==> src/rtl/mac_pkg.sv <==
// Shared definitions for the multiply-accumulate accumulate stage.
// Provides the FSM state encoding and the default datapath widths.
package mac_pkg;

    // Default widths: PW matches the wtm result bus, AW is the sum width (> PW),
    // CW is the beat-counter width.
    localparam int unsigned PW_DEFAULT = 10;
    localparam int unsigned AW_DEFAULT = 16;
    localparam int unsigned CW_DEFAULT = 8;

    typedef enum logic {
        ST_ACC = 1'b0,
        ST_OUT = 1'b1
    } state_t;

endpackage

==> src/rtl/mac_accumulator_sat_add.sv <==
// sat_add: combinational AW-bit unsigned saturating adder.
// Ports:
//   a_i, b_i : AW-bit unsigned operands
//   sum_o    : a_i + b_i, clamped to all ones on overflow
//   sat_o    : 1 when the true sum did not fit in AW bits
module sat_add #(
    parameter int unsigned AW = 16
) (
    input  logic [AW-1:0] a_i,
    input  logic [AW-1:0] b_i,
    output logic [AW-1:0] sum_o,
    output logic          sat_o
);

    logic [AW:0] wide_sum;

    always_comb begin
        wide_sum = {1'b0, a_i} + {1'b0, b_i};
        sat_o    = wide_sum[AW];
        sum_o    = wide_sum[AW] ? '1 : wide_sum[AW-1:0];
    end

endmodule

==> src/rtl/mac_accumulator.sv <==
// mac_accumulator: accumulates bursts of wtm products into a saturating sum.
// Ports:
//   clk, rst_n               : clock, asynchronous active-low reset
//   in_valid/in_ready        : beat handshake (in_ready high only in ACC)
//   in_product, in_cout      : beat value {in_cout, in_product}, zero-extended
//   in_last                  : final beat of the burst
//   clear                    : synchronous abort, highest priority
//   out_valid/out_ready      : result handshake (out_valid high only in OUT)
//   out_sum, out_count       : saturated sum and beat count of the burst
//   out_ovf                  : sum saturated at least once in the burst
// All outputs come straight from flops, so there is no combinational path
// from in_* to out_* or from out_ready to in_ready.
module mac_accumulator
    import mac_pkg::*;
#(
    parameter int unsigned PW = PW_DEFAULT,
    parameter int unsigned AW = AW_DEFAULT,
    parameter int unsigned CW = CW_DEFAULT
) (
    input  logic          clk,
    input  logic          rst_n,
    input  logic          in_valid,
    output logic          in_ready,
    input  logic [PW-1:0] in_product,
    input  logic          in_cout,
    input  logic          in_last,
    input  logic          clear,
    output logic          out_valid,
    input  logic          out_ready,
    output logic [AW-1:0] out_sum,
    output logic [CW-1:0] out_count,
    output logic          out_ovf
);

    state_t        state_q, state_d;
    logic [AW-1:0] acc_q, acc_d;
    logic [CW-1:0] cnt_q, cnt_d;
    logic          ovf_q, ovf_d;
    logic [AW-1:0] out_sum_q, out_sum_d;
    logic [CW-1:0] out_count_q, out_count_d;
    logic          out_ovf_q, out_ovf_d;

    logic [AW-1:0] beat_v;
    logic [AW-1:0] add_sum;
    logic          add_sat;
    logic [CW-1:0] cnt_inc;
    logic          accept;
    logic          handoff;

    assign beat_v = AW'({in_cout, in_product});

    sat_add #(.AW(AW)) u_sat_add (
        .a_i   (acc_q),
        .b_i   (beat_v),
        .sum_o (add_sum),
        .sat_o (add_sat)
    );

    always_comb begin
        cnt_inc     = (cnt_q == '1) ? cnt_q : cnt_q + CW'(1);
        accept      = in_valid && (state_q == ST_ACC);
        handoff     = out_ready && (state_q == ST_OUT);

        state_d     = state_q;
        acc_d       = acc_q;
        cnt_d       = cnt_q;
        ovf_d       = ovf_q;
        out_sum_d   = out_sum_q;
        out_count_d = out_count_q;
        out_ovf_d   = out_ovf_q;

        if (clear) begin
            state_d     = ST_ACC;
            acc_d       = '0;
            cnt_d       = '0;
            ovf_d       = 1'b0;
            out_sum_d   = '0;
            out_count_d = '0;
            out_ovf_d   = 1'b0;
        end else begin
            unique case (state_q)
                ST_ACC: begin
                    if (accept) begin
                        acc_d = add_sum;
                        cnt_d = cnt_inc;
                        ovf_d = ovf_q | add_sat;
                        if (in_last) begin
                            // Result includes the last beat itself.
                            out_sum_d   = add_sum;
                            out_count_d = cnt_inc;
                            out_ovf_d   = ovf_q | add_sat;
                            state_d     = ST_OUT;
                        end
                    end
                end
                ST_OUT: begin
                    if (handoff) begin
                        acc_d   = '0;
                        cnt_d   = '0;
                        ovf_d   = 1'b0;
                        state_d = ST_ACC;
                    end
                end
                default: state_d = ST_ACC;
            endcase
        end
    end

    always_ff @(posedge clk or negedge rst_n) begin
        if (!rst_n) begin
            state_q     <= ST_ACC;
            acc_q       <= '0;
            cnt_q       <= '0;
            ovf_q       <= 1'b0;
            out_sum_q   <= '0;
            out_count_q <= '0;
            out_ovf_q   <= 1'b0;
        end else begin
            state_q     <= state_d;
            acc_q       <= acc_d;
            cnt_q       <= cnt_d;
            ovf_q       <= ovf_d;
            out_sum_q   <= out_sum_d;
            out_count_q <= out_count_d;
            out_ovf_q   <= out_ovf_d;
        end
    end

    assign in_ready  = (state_q == ST_ACC);
    assign out_valid = (state_q == ST_OUT);
    assign out_sum   = out_sum_q;
    assign out_count = out_count_q;
    assign out_ovf   = out_ovf_q;

endmodule

==> config.mk <==
export PLATFORM = sky130hd
export DESIGN_NAME = mac_accumulator
export DESIGN_NICKNAME = d
export VERILOG_FILES = /design/src/rtl/mac_pkg.sv /design/src/rtl/mac_accumulator_sat_add.sv /design/src/rtl/mac_accumulator.sv
export SDC_FILE = /design/constraint.sdc
export NUM_CORES = 1
export LEC_CHECK = 0
export BUFFER_PORTS_ARGS = -buffer_cell sky130_fd_sc_hd__buf_2
export CAP_MARGIN = 30
export CORE_ASPECT_RATIO = 2
export CORE_MARGIN = 5
export CORE_UTILIZATION = 55
export CTS_CLUSTER_SIZE = 30
export DETAILED_ROUTE_END_ITERATION = 16
export PLACE_DENSITY = 0.82
export SYNTH_ARGS = -nofsm -noshare
export SYNTH_HDL_FRONTEND = slang
export SYNTH_SLANG_ARGS = --single-unit
==> constraint.sdc <==
create_clock -name clk -period 5.4 [get_ports clk]
set_input_delay 0 -clock clk [delete_from_list [all_inputs] [get_ports clk]]
set_output_delay 0 -clock clk [all_outputs]
set_load 0.03 [all_outputs]
### Yosys cells after proc, flatten, opt, wreduce, memory -nomap -nowiden

Index checks and enable logic that the tools add are counted.

* flip-flop bits (word level): 51
* input port bits: 17
* output and inout bits: 27
* logic and storage cells: 52

* add/subtract/negate cells: 2
* eq/ne operators: 4
* multiplexer cells: 31
* bitwise gates (word level): 2
* reductions and logical operators: 6

Operators with widths (count)
* $mux 16: 8
* $mux 8: 8
* $pmux 16 s2: 1
* $add 16x11->17: 1
* $pmux 8 s2: 1
* $mux 1: 11
* $add 8x1->8 const B: 1
* $eq 8x8->1 const B: 1
* $pmux 1 s2: 2
* $reduce_bool 2->1: 2
* $ne 3x1->1 const B: 1
* $ne 3x2->1 const B: 1
* $reduce_and 3->1: 1
* $logic_and 1x1->1: 2
* $ne 2x2->1 const B: 1
* $reduce_and 2->1: 1
* $not 1->1: 1
* $or 1x1->1: 1

### Depth between registers and ports, before layout

Gate-level depths: netlist of the first run.

* depth in word-level cells: 6
* gate-level depth with buffers: 10
* depth with buffers taken out: 9

### Hierarchy

From an unflattened synthesis of the first run, not the netlist that was laid out.

* cells, all modules: 329
* area total of the unflattened synthesis: 3119.2 µm²

Modules (own cells, without submodules)
* mac_accumulator: times used 1, cells each 213, area each 2248.4 µm², sequential area each 1276.2 µm²
* sat_add: times used 1, cells each 116, area each 870.8 µm², sequential area each 0.0 µm²

### Worst setup path before layout of the first run

Ideal clock, no wire load.

* path kind: flip-flop to flip-flop
* from: register acc_q[0]
* to: register out_sum_q[14] (netlist: out_sum[14])
* library setup time: 0.099 ns
* arrival time: 2.296 ns
* data required time: 5.301 ns
* setup slack: 3.005 ns
* cell stages (with the launch flop): 10
* path buffers: 0
* period minus slack after synthesis: 2.395 ns
* cell sequence: dfrtp_1 > ha_1 > fa_1 > a21oi_1 > o211ai_2 > a211o_4 > o21a_4 > and4_4 > xnor2_1 > a311oi_1

* word-level cells in the longest chain between the ends: 6

RTL lines
* start: declaration: line mac_accumulator.sv:36 `logic [AW-1:0] acc_q, acc_d;`
* start signal: assignment: line mac_accumulator.sv:112 `acc_q <= '0;`
* start signal: assignment: line mac_accumulator.sv:120 `acc_q <= acc_d;`
* $add 16x11->17: line mac_accumulator_sat_add.sv:18 `wide_sum = {1'b0, a_i} + {1'b0, b_i};`
* $mux 16: line mac_accumulator_sat_add.sv:20 `sum_o = wide_sum[AW] ? '1 : wide_sum[AW-1:0];`
* $mux 16: line mac_accumulator.sv:87 `if (in_last) begin`
* $mux 16: line mac_accumulator.sv:83 `if (accept) begin`
* $mux 16: line mac_accumulator.sv:81 `unique case (state_q)`
* $mux 16: line mac_accumulator.sv:72 `if (clear) begin`
* end signal: assignment: line mac_accumulator.sv:123 `out_sum_q <= out_sum_d;`
* end: declaration: line mac_accumulator.sv:39 `logic [AW-1:0] out_sum_q, out_sum_d;`

No other way between the ends. The select of a mux whose other input is x is not followed.
A chain may end at the register's enable or synchronous reset.

### Worst setup path in the final report of the first run

Ends and elaborated chain as after synthesis.

==> flow_summary_export.csv, run 1 <==
group,metric,value,unit
status,status,"completed",
logic_synthesis,syn_area,2890,um2
routing,drt_iter0_markers,104,
logic_synthesis,synthArstFlopShare,100.0,%
grt,grtUsageTotal,22.87,%
final_layout,drive_gt1_share,18.91,%
hold_path,holdCritPathClass,"in -> reg",
cts,cts_buffer_depth,2,
timing,clock.fmax,379.7,MHz
grt,antenna_found_initial,0,
cts,post_cts_resized,0,
final_layout,area_growth,11.64,%
final_layout,nets,379,
place,hpwl,5093,um
logic_synthesis,ys_ff_latch,51,
hold_path,hold_start,"in_product[0]",
routing,num_vias,2446,
setup_path,cp.arrival,2850,ps
floorplan,dieHeight,112.5,um
timing,relSlewSlack,45.71,%
pwr,p_sw,0.0004039,W
cts,insertion_delay,310,ps
routing,vias_per_cell,6.010,
logic_synthesis,syn_avg_cell_area,9.293,um2
floorplan,die_w,61.26,um
routing,totalWireLength,7066,um
cts,cts_tree,"done",
logic_synthesis,synth.distinct_cells,54,
cts,cts_sinks,51,
logic_synthesis,ys.flop_type,"dfrtp_1",
routing,wl_per_cell,17.36,um
flow_run,drv_cap,0,
logic_synthesis,synth_seq_area_share,44.16,%
logic_synthesis,yosysWarnings,0,
routing,ant_nets,0,
logic_synthesis,synth_cells,311,
floorplan,design.portCount,44,
timing,period_minus_slack,2634,ps
setup_path,endpoint_kind,"register",
setup_path,timing.rr.start,"acc_q[0]",
pwr,p_comb_share,34.7,%
pwr,powerDensity,343.2,nW/um2
pwr,p_int,0.0007035,W
timing,worst_pin_slew,811.4,ps
floorplan,coreArea,5139,um2
grt,grt_max_degree,52,
pwr,swShare,36.47,%
floorplan,start_util,56.25,%
setup_path,cp_max_fo,4,
logic_synthesis,synth_edf_count,0,
floorplan,placementRows,37,
timing,hold_viol_final,0,
final_layout,fillers,464,
cts,numCtsBuffers,5,
timing,rsz0062_at_grt,"no",
timing,finalSetupTns,0,ps
cts,postCtsSetupBuffers,0,
timing,finClkSkew,5.074,ps
place,io_buffer_count,43,
timing,setup-violations-final,0,
cts,h-tree-depth,2,
floorplan,die_area,6893,um2
final_layout,diodes,0,
pwr,power_frac_seq,41.2,%
routing,route.detailed.drc,0,
grt,grt_overflow,0,
timing,fin_crit_sh,48.78,%
grt,grt_pass1_vias,2483,
cts,clkTransAtPathRegs,90,ps
logic_synthesis,syn-num-nets,341,
timing,slew_viol_final,0,
place,place.gp.congestion,0.9467,
cts,clockRootBuffer,"clkbuf_8",
grt,grt_pass1_wl,11900,um
setup_path,crit_start,"acc_q[0]",
pwr,clkPwrFrac,24.0,%
cts,ctsHoldBuffers,3,
routing,dr.pass1.iters,4,
pwr,p_leak,1.499,nW
setup_path,startpoint_type,"register",
setup_path,worst-setup-path-type,"reg -> reg",
final_layout,utilization,62.80,%
pwr,ir_drop,0.0002543,V
setup_path,critical_path_required,5610,ps
[sequential cells by signal, summed over array words and instances (netlist names)]
name,count
cnt_q,8
out_valid,1
acc_q,16
out_sum,16
out_count,8
ovf_q,1
out_ovf,1
[worst max-delay path: stages, from the launching register on]
cell and delay, ps:
dfrtp_1 400, ha_1 220, fa_1 410, a21oi_1 240, o211ai_2 160, a211o_4 360, o21a_4 130, and4_4 200
xnor2_1 120, a311oi_1 280
[cells by family after synthesis]
| group | synth area share [%] |
|---|---|
| adder cells (fa/ha/maj) | 5.887 |
| XOR/XNOR | 3.939 |
| AO/OA/AOI/OAI | 23.33 |
| buffers and inverters | 4.459 |
| multiplexers | 0.3463 |
| flip-flops | 44.16 |
| AND/OR/NAND/NOR | 17.88 |
[layer usage]
| layer | vias up | global-route usage, % | share of wire [%] |
|---|---|---|---|
| met5 | - | 0 | 0 |
| met4 | 0 | 10.71 | 3.3 |
| met3 | 20 | 4.373 | 4.1 |
| met2 | 71 | 40.03 | 56 |
| met1 | 1164 | 25.06 | 36 |
| li1 | 1191 | - | - |
[power by group through the flow]
stage | Sequential [W] | Combinational (W) | Clock [W]
after detailed placement | 0.000463 | 0.000377 | 0
after floorplan | 0.000479 | 0.000267 | 0
after global routing | 0.000462 | 0.000425 | 0.000284
after global placement | 0.000461 | 0.000368 | 0
final | 0.000456 | 0.000385 | 0.000266
after CTS | 0.000456 | 0.000381 | 0.000268
[cell usage after synthesis (2+ instances only)]
cell type | number | area [um2]
buf_2 | 3 | 15.01
nand2b_1 | 2 | 12.51
nand3b_1 | 6 | 45.04
or2_2 | 2 | 12.51
a211oi_1 | 10 | 75.07
nor3_1 | 2 | 10.01
buf_4 | 2 | 15.01
a311oi_1 | 6 | 52.55
a22o_1 | 5 | 43.79
o21ai_0 | 20 | 100.1
o21a_1 | 2 | 15.01
clkbuf_8 | 2 | 27.53
o31ai_1 | 2 | 15.01
ha_1 | 12 | 150.1
nand3_1 | 8 | 40.04
nor2b_1 | 4 | 25.02
inv_1 | 6 | 22.52
a41o_1 | 2 | 20.02
and3_1 | 2 | 12.51
nand2_1 | 38 | 142.6
a21oi_1 | 29 | 145.1
a31oi_1 | 4 | 25.02
o21ai_1 | 2 | 10.01
dfrtp_1 | 51 | 1276
xor2_1 | 5 | 43.79
xnor2_1 | 8 | 70.07
and4_1 | 2 | 17.52
nor2_1 | 38 | 142.6
clkbuf_1 | 10 | 37.54
and2_1 | 2 | 12.51
[layout by cell type (no fill, tap or decap), types with 2 or more instances in the layout]
cell type,instances
dfrtp_1,51
buf_2,43
nand2_1,38
nor2_1,38
a21oi_1,29
o21ai_0,20
ha_1,12
a211oi_1,10
nand3_1,8
xnor2_1,8
inv_1,6
nand3b_1,6
a311oi_1,6
xor2_1,5
a22o_1,5
clkbuf_8,5
nor2b_1,4
a31oi_1,4
dlygate4sd3_1,3
buf_4,3
nand2b_1,2
and4_1,2
o21ai_1,2
o21a_1,2
or2_2,2
and2_1,2
and3_1,2
o31ai_1,2
a41o_1,2
nor3_1,2
[through the flow]
stage / instances / worst slack (ps) / power (W) / hold slack (ps) / cell area [um2]
floorplan: 311 / 3005 / 0.0007457 / -295.6 / 2890
global placement: 397 / 2917 / 0.0008287 / 148.8 / 3094
detailed placement: 397 / 2833 / 0.0008394 / 154.8 / 3094
CTS: 407 / 2800 / 0.001106 / 122.6 / 3227
global route: 407 / 2633 / 0.001171 / 174.4 / 3227
finish: 407 / 2766 / 0.001107 / 115.8 / 3227
[path summary, 6_finish.rpt]
path	end	slack (ps)	depth (start not counted)
setup / recovery	out_sum[14]	2770	9
hold / removal	acc_q[0]	120	4
setup reg to reg	out_sum[14]	2770	9
hold reg to reg	acc_q[3]	500	2
max in group asynchronous	out_count[1]	4640	3
min in group asynchronous	out_sum[1]	320	3
[cell type report]
type / instances / area, um2 / share of cell area, %
Timing Repair Buffer: 49 / 267.8 / 8.298
Sequential cell: 51 / 1276 / 39.55
Inverter: 6 / 22.52 / 0.6979
Clock inverter: 1 / 30.03 / 0.9306
Clock buffer: 6 / 72.57 / 2.249
Tap cell: 58 / 72.57 / 2.249
Multi-Input combinational cell: 236 / 1485 / 46.03
(Power assumes the default switching activity.)
==> run 2: changes to the inputs <==
==> constraint.sdc (replaced) <==
create_clock -name clk -period 2.5 [get_ports clk]
set_input_delay 0 -clock clk [delete_from_list [all_inputs] [get_ports clk]]
set_output_delay 0 -clock clk [all_outputs]
set_load 0.03 [all_outputs]
==> flow_summary_export.csv, run 2 (synthesis gave the netlist of run 1 again) <==
group,metric,value,unit
timing,worst_pin_slew,675.5,ps
routing,drt_iter0_markers,113,
routing,wl_per_cell,17.09,um
setup_path,r2r_cells,9,
pwr,clkPwrFrac,23.4,%
timing,setup-violations-final,0,
routing,route.detailed.drc,0,
cts,clockRootBuffer,"clkbuf_8",
timing,rsz0062_at_grt,"yes",
hold_path,holdPathStages,4,
timing,relSlewSlack,54.96,%
routing,totalWireLength,7075,um
final_layout,nets,386,
place,place_ws,-23.69,ps
cts,cts_sinks,51,
place,hpwl,5156,um
floorplan,placementRows,37,
pwr,powerDensity,738.0,nW/um2
setup_path,path_cells,"ha_2, fa_2, a21oi_2, o211ai_2, a211o_4, o21a_4, and4_4, xnor2_1, a311oi_1",
final_layout,diodes,0,
timing,hold_viol_final,0,
pwr,ir_drop,0.0005507,V
pwr,p_int,0.001554,W
timing,clock.fmax,415.3,MHz
pwr,power_frac_seq,40.5,%
grt,grt_overflow,0,
place,placed_cells,400,
routing,dr.pass1.iters,4,
timing,slew_viol_final,0,
grt,grt_pass1_wl,12190,um
place,io_buffer_count,43,
cts,insertion_delay,310,ps
routing,ant_nets,0,
setup_path,cp_slowest_stage_delay,390,ps
routing,vias_per_cell,5.961,
final_layout,drive_gt1_share,21.35,%
timing,layout_setup_ws,92.38,ps
grt,grt_pass1_vias,2516,
pwr,p_sw,0.0008723,W
place,place.gp.congestion,0.9415,
grt,antenna_found_initial,0,
timing,fin_crit_sh,96.30,%
setup_path,endpoint_kind,"register",
status,status,"completed",
pwr,power,0.002427,W
floorplan,dieHeight,112.5,um
setup_path,cp.arrival,2620,ps
final_layout,fin_area,3288,um2
floorplan,die_w,61.26,um
final_layout,fillers,439,
setup_path,startpoint_type,"register",
hold_path,holdCritPathClass,"in -> reg",
flow_run,drv_cap,0,
cts,cts_tree,"done",
pwr,p_leak,1.532,nW
timing,finClkSkew,5.215,ps
final_layout,area_growth,13.77,%
setup_path,cp_max_fo,4,
cts,cts_buffer_depth,2,
floorplan,coreArea,5139,um2
grt,grtUsageTotal,23.13,%
final_layout,mostFrequentLayoutCell,"dfrtp_1",
cts,numCtsBuffers,5,
setup_path,worst-setup-path-type,"reg -> reg",
cts,h-tree-depth,2,
floorplan,design.portCount,44,
cts,clkTransAtPathRegs,90,ps
floorplan,die_area,6893,um2
final_layout,instances_no_fill,414,
final_layout,layout_common_cells,"51 x dfrtp_1, 43 x buf_2, 38 x nand2_1, 38 x nor2_1, 28 x a21oi_1",
pwr,swShare,35.95,%
pwr,p_comb_share,36.1,%
routing,num_vias,2468,
setup_path,critical_path_required,2720,ps
place,post_dp_cell_area,3117,um2
timing,period_minus_slack,2408,ps
final_layout,utilization,63.99,%
grt,grt_max_degree,37,
floorplan,start_util,56.25,%
setup_path,crit_path_top_delay_cell,"dfrtp_1",
[run 2: cell types whose count changed in the layout (fill, tap and decap cells not counted), sizes merged]
cell,delta
buf,+7
[run 2: layout make-up]
type	count	area, um2	share of cell area (%)
clock buffer	6	72.57	2.207
clock inverter	1	30.03	0.9132
inverter	6	22.52	0.6849
multi-input combinational	236	1494	45.43
sequential	51	1276	38.81
tap	58	72.57	2.207
timing repair buffer	56	320.3	9.741
[run 2: what timing repair did]
| item | CTS | global route |
|---|---|---|
| endpoints found under the setup margin | 1 | 7 |
| setup buffers | 0 | 4 |
| pin swaps | 1 | 4 |
| hold buffers | 3 | 0 |
| endpoints found under the hold margin | 30 | 0 |
| resized for setup | 1 | 2 |
[run 2: worst max-delay path, delay by kind of cell (launching register included)]
family                     cells  cell delay, ps
AOI/OAI and AO/OA              5            1080
adders and majority gates      2             540
DFF                            1             390
and+or+nand+nor                1             200
xor gates and xnor gates       1             110
[run 2: through the flow]
| stage | hold WS (ps) | TNS [ps] |
|---|---|---|
| after global placement | 70.16 | 0 |
| after global routing | 213.3 | -77.01 |
| after CTS | 142.8 | 0 |
| after floorplan | -295.6 | 0 |
| after detailed placement | 72.80 | -23.69 |
| final | 160.5 | 0 |
[run 2: power by group through the flow]
stage          Clock, W  Combinational [W]  Sequential, W
2_1_floorplan         0           0.000577        0.00103
3_3_place_gp          0           0.000803       0.000996
3_5_place_dp          0           0.000822       0.000999
4_1_cts        0.000583           0.000833       0.000983
5_1_grt        0.000613           0.000973       0.000999
6_report       0.000567           0.000875       0.000984
[run 2: path summary, 6_finish.rpt]
check | from | endpoint | slack (ps)
setup reg to reg | acc_q[0] | out_sum[14] | 90
hold reg to reg | acc_q[3] | acc_q[3] | 510
hold / removal | in_product[0] | acc_q[0] | 160
min in group asynchronous | rst_n | out_valid | 250
max in group asynchronous | rst_n | acc_q[14] | 1620
setup / recovery | acc_q[0] | out_sum[14] | 90
[run 2: metal layers]
metal | global-route usage [%] | wire length, um | up-vias
met2 | 39.96 | 4033 | 53
li1 | - | - | 1201
met1 | 26.28 | 2543 | 1196
met3 | 3.337 | 256 | 18
met4 | 11.43 | 242 | 0
met5 | 0 | 0 | -
==> run 3: changes to the inputs <==
--- a/config.mk
+++ b/config.mk
@@ -7,12 +7,13 @@
 export LEC_CHECK = 0
 export BUFFER_PORTS_ARGS = -buffer_cell sky130_fd_sc_hd__buf_2
 export CAP_MARGIN = 30
-export CORE_ASPECT_RATIO = 2
+export CORE_ASPECT_RATIO = 0.75
 export CORE_MARGIN = 5
 export CORE_UTILIZATION = 55
 export CTS_CLUSTER_SIZE = 30
 export DETAILED_ROUTE_END_ITERATION = 16
 export PLACE_DENSITY = 0.82
+export REMOVE_ABC_BUFFERS = 1
 export SYNTH_ARGS = -nofsm -noshare
 export SYNTH_HDL_FRONTEND = slang
 export SYNTH_SLANG_ARGS = --single-unit
==> flow_summary_export.csv, run 3 (synthesis gave the netlist of run 1 again) <==
group,metric,value,unit
status,status,"completed",
timing,finalSetupTns,0,ps
flow_run,drv_cap,0,
pwr,p_comb_share,35.9,%
setup_path,endpoint_kind,"register",
pwr,p_int,0.001461,W
setup_path,critical_path_required,2690,ps
floorplan,die_area,6820,um2
final_layout,multi_input_area,1496,um2
cts,insertion_delay,300,ps
timing,clock.fmax,416.8,MHz
floorplan,dieHeight,72.78,um
floorplan,design.portCount,44,
cts,clkTransAtPathRegs,100,ps
timing,finClkSkew,15.45,ps
floorplan,placementRows,22,
floorplan,start_util,58.01,%
cts,cts_buffer_depth,2,
final_layout,fin_area,3282,um2
grt,grtUsageTotal,21.32,%
place,place.gp.congestion,0.9404,
routing,dr.pass1.iters,4,
cts,h-tree-depth,2,
final_layout,final-seq-area,1276,um2
pwr,p_sw,0.0008569,W
cts,cts_tree,"done",
place,place_ws,32.24,ps
grt,antenna_found_initial,0,
pwr,ir_drop,0.0003598,V
setup_path,startpoint_type,"register",
grt,grt_overflow,0,
pwr,p_leak,1.514,nW
pwr,clkPwrFrac,21.6,%
setup_path,cp_max_fo,4,
place,placed_cells,415,
routing,drt_iter0_markers,193,
cts,cts_sinks,51,
setup_path,cp.arrival,2590,ps
pwr,power_frac_seq,42.5,%
timing,setup-violations-final,0,
place,io_buffer_count,43,
final_layout,diodes,0,
routing,totalWireLength,6937,um
cts,numCtsBuffers,5,
timing,fin_crit_sh,95.97,%
place,hpwl,4969,um
routing,wl_per_cell,16.28,um
routing,ant_nets,0,
final_layout,fillers,431,
timing,slew_viol_final,0,
final_layout,area_growth,13.55,%
pwr,powerDensity,706.2,nW/um2
floorplan,die_w,93.71,um
floorplan,coreArea,4982,um2
timing,relSlewSlack,58.91,%
timing,timing.hold.ws,80.95,ps
pwr,swShare,36.97,%
routing,route.detailed.drc,0,
cts,postCtsSetupBuffers,0,
hold_path,holdCritPathClass,"in -> reg",
timing,period_minus_slack,2399,ps
final_layout,mostFrequentLayoutCell,"dfrtp_1",
cts,clockRootBuffer,"clkbuf_8",
routing,num_vias,2478,
timing,rsz0062_at_grt,"yes",
grt,grt_pass1_vias,2447,
final_layout,nets,383,
timing,worst_pin_slew,614.9,ps
timing,layout_setup_ws,100.8,ps
grt,grt_max_degree,35,
timing,hold_viol_final,0,
routing,vias_per_cell,5.817,
final_layout,instances_no_fill,426,
place,post_dp_cell_area,3142,um2
final_layout,layout_common_cells,"51 x dfrtp_1, 43 x buf_2, 38 x nand2_1",
setup_path,worst-setup-path-type,"reg -> reg",
final_layout,drive_gt1_share,21.47,%
grt,grt_pass1_wl,11630,um
-- run 3: what timing repair did --
| action | 4_1_cts | 5_1_grt |
|---|---|---|
| setup endpoints to repair | 1 | 3 |
| pin swaps | 0 | 2 |
| gates resized for setup | 2 | 2 |
| hold buffers | 3 | 0 |
| hold endpoints to repair | 19 | 0 |
| gates cloned | 0 | 0 |
-- run 3: area by class of cell --
type / count / area share (%)
inverter: 6 / 0.6862
timing repair buffer: 53 / 9.074
sequential: 51 / 38.89
multi-input combinational: 236 / 45.60
clock inverter: 2 / 0.4956
tap: 72 / 2.745
clock buffer: 6 / 2.516
-- run 3: power groups by stage --
stage	clock, W	combinational, W	sequential, W
after floorplan	0	0.000544	0.00104
after global placement	0	0.000791	0.000993
after detailed placement	0	0.000811	0.000999
after CTS	0.000518	0.000826	0.000984
after global routing	0.000561	0.000923	0.000998
final	0.000501	0.000832	0.000984
-- run 3: routing by layer --
metal,up-vias,track usage (%),wire length (um)
li1,1198,-,-
met1,1175,31.80,3375
met2,92,32.65,3016
met3,13,3.918,454
met4,0,4.167,90
met5,-,0,0
-- run 3: path summary, 6_finish.rpt --
path | start | endpoint | slack, ps | cells after the start
max | acc_q[0] | out_sum[14] | 100 | 9
min | clear | out_sum[6] | 80 | 2
max reg2reg | acc_q[0] | out_sum[14] | 100 | 9
min reg2reg | acc_q[3] | acc_q[3] | 500 | 2
max in group asynchronous | rst_n | cnt_q[0] | 1550 | 3
min in group asynchronous | rst_n | out_sum[0] | 140 | 2
-- run 3: stage by stage --
step | util, % | power (W)
floorplan | - | 0.001587
global placement | 63.06 | 0.001783
detailed placement | 63.06 | 0.001811
CTS | 65.77 | 0.002328
global route | 65.87 | 0.002482
finish | 65.87 | 0.002318
-- run 3: worst max-delay path, cell delays in order (launching register included) --
cell      delay, ps
dfrtp_1         410
ha_2            190
fa_2            360
a21oi_2         160
o211ai_2        130
a211o_4         360
o21a_4          130
and4_4          200
xnor2_1         120
a311oi_1        230
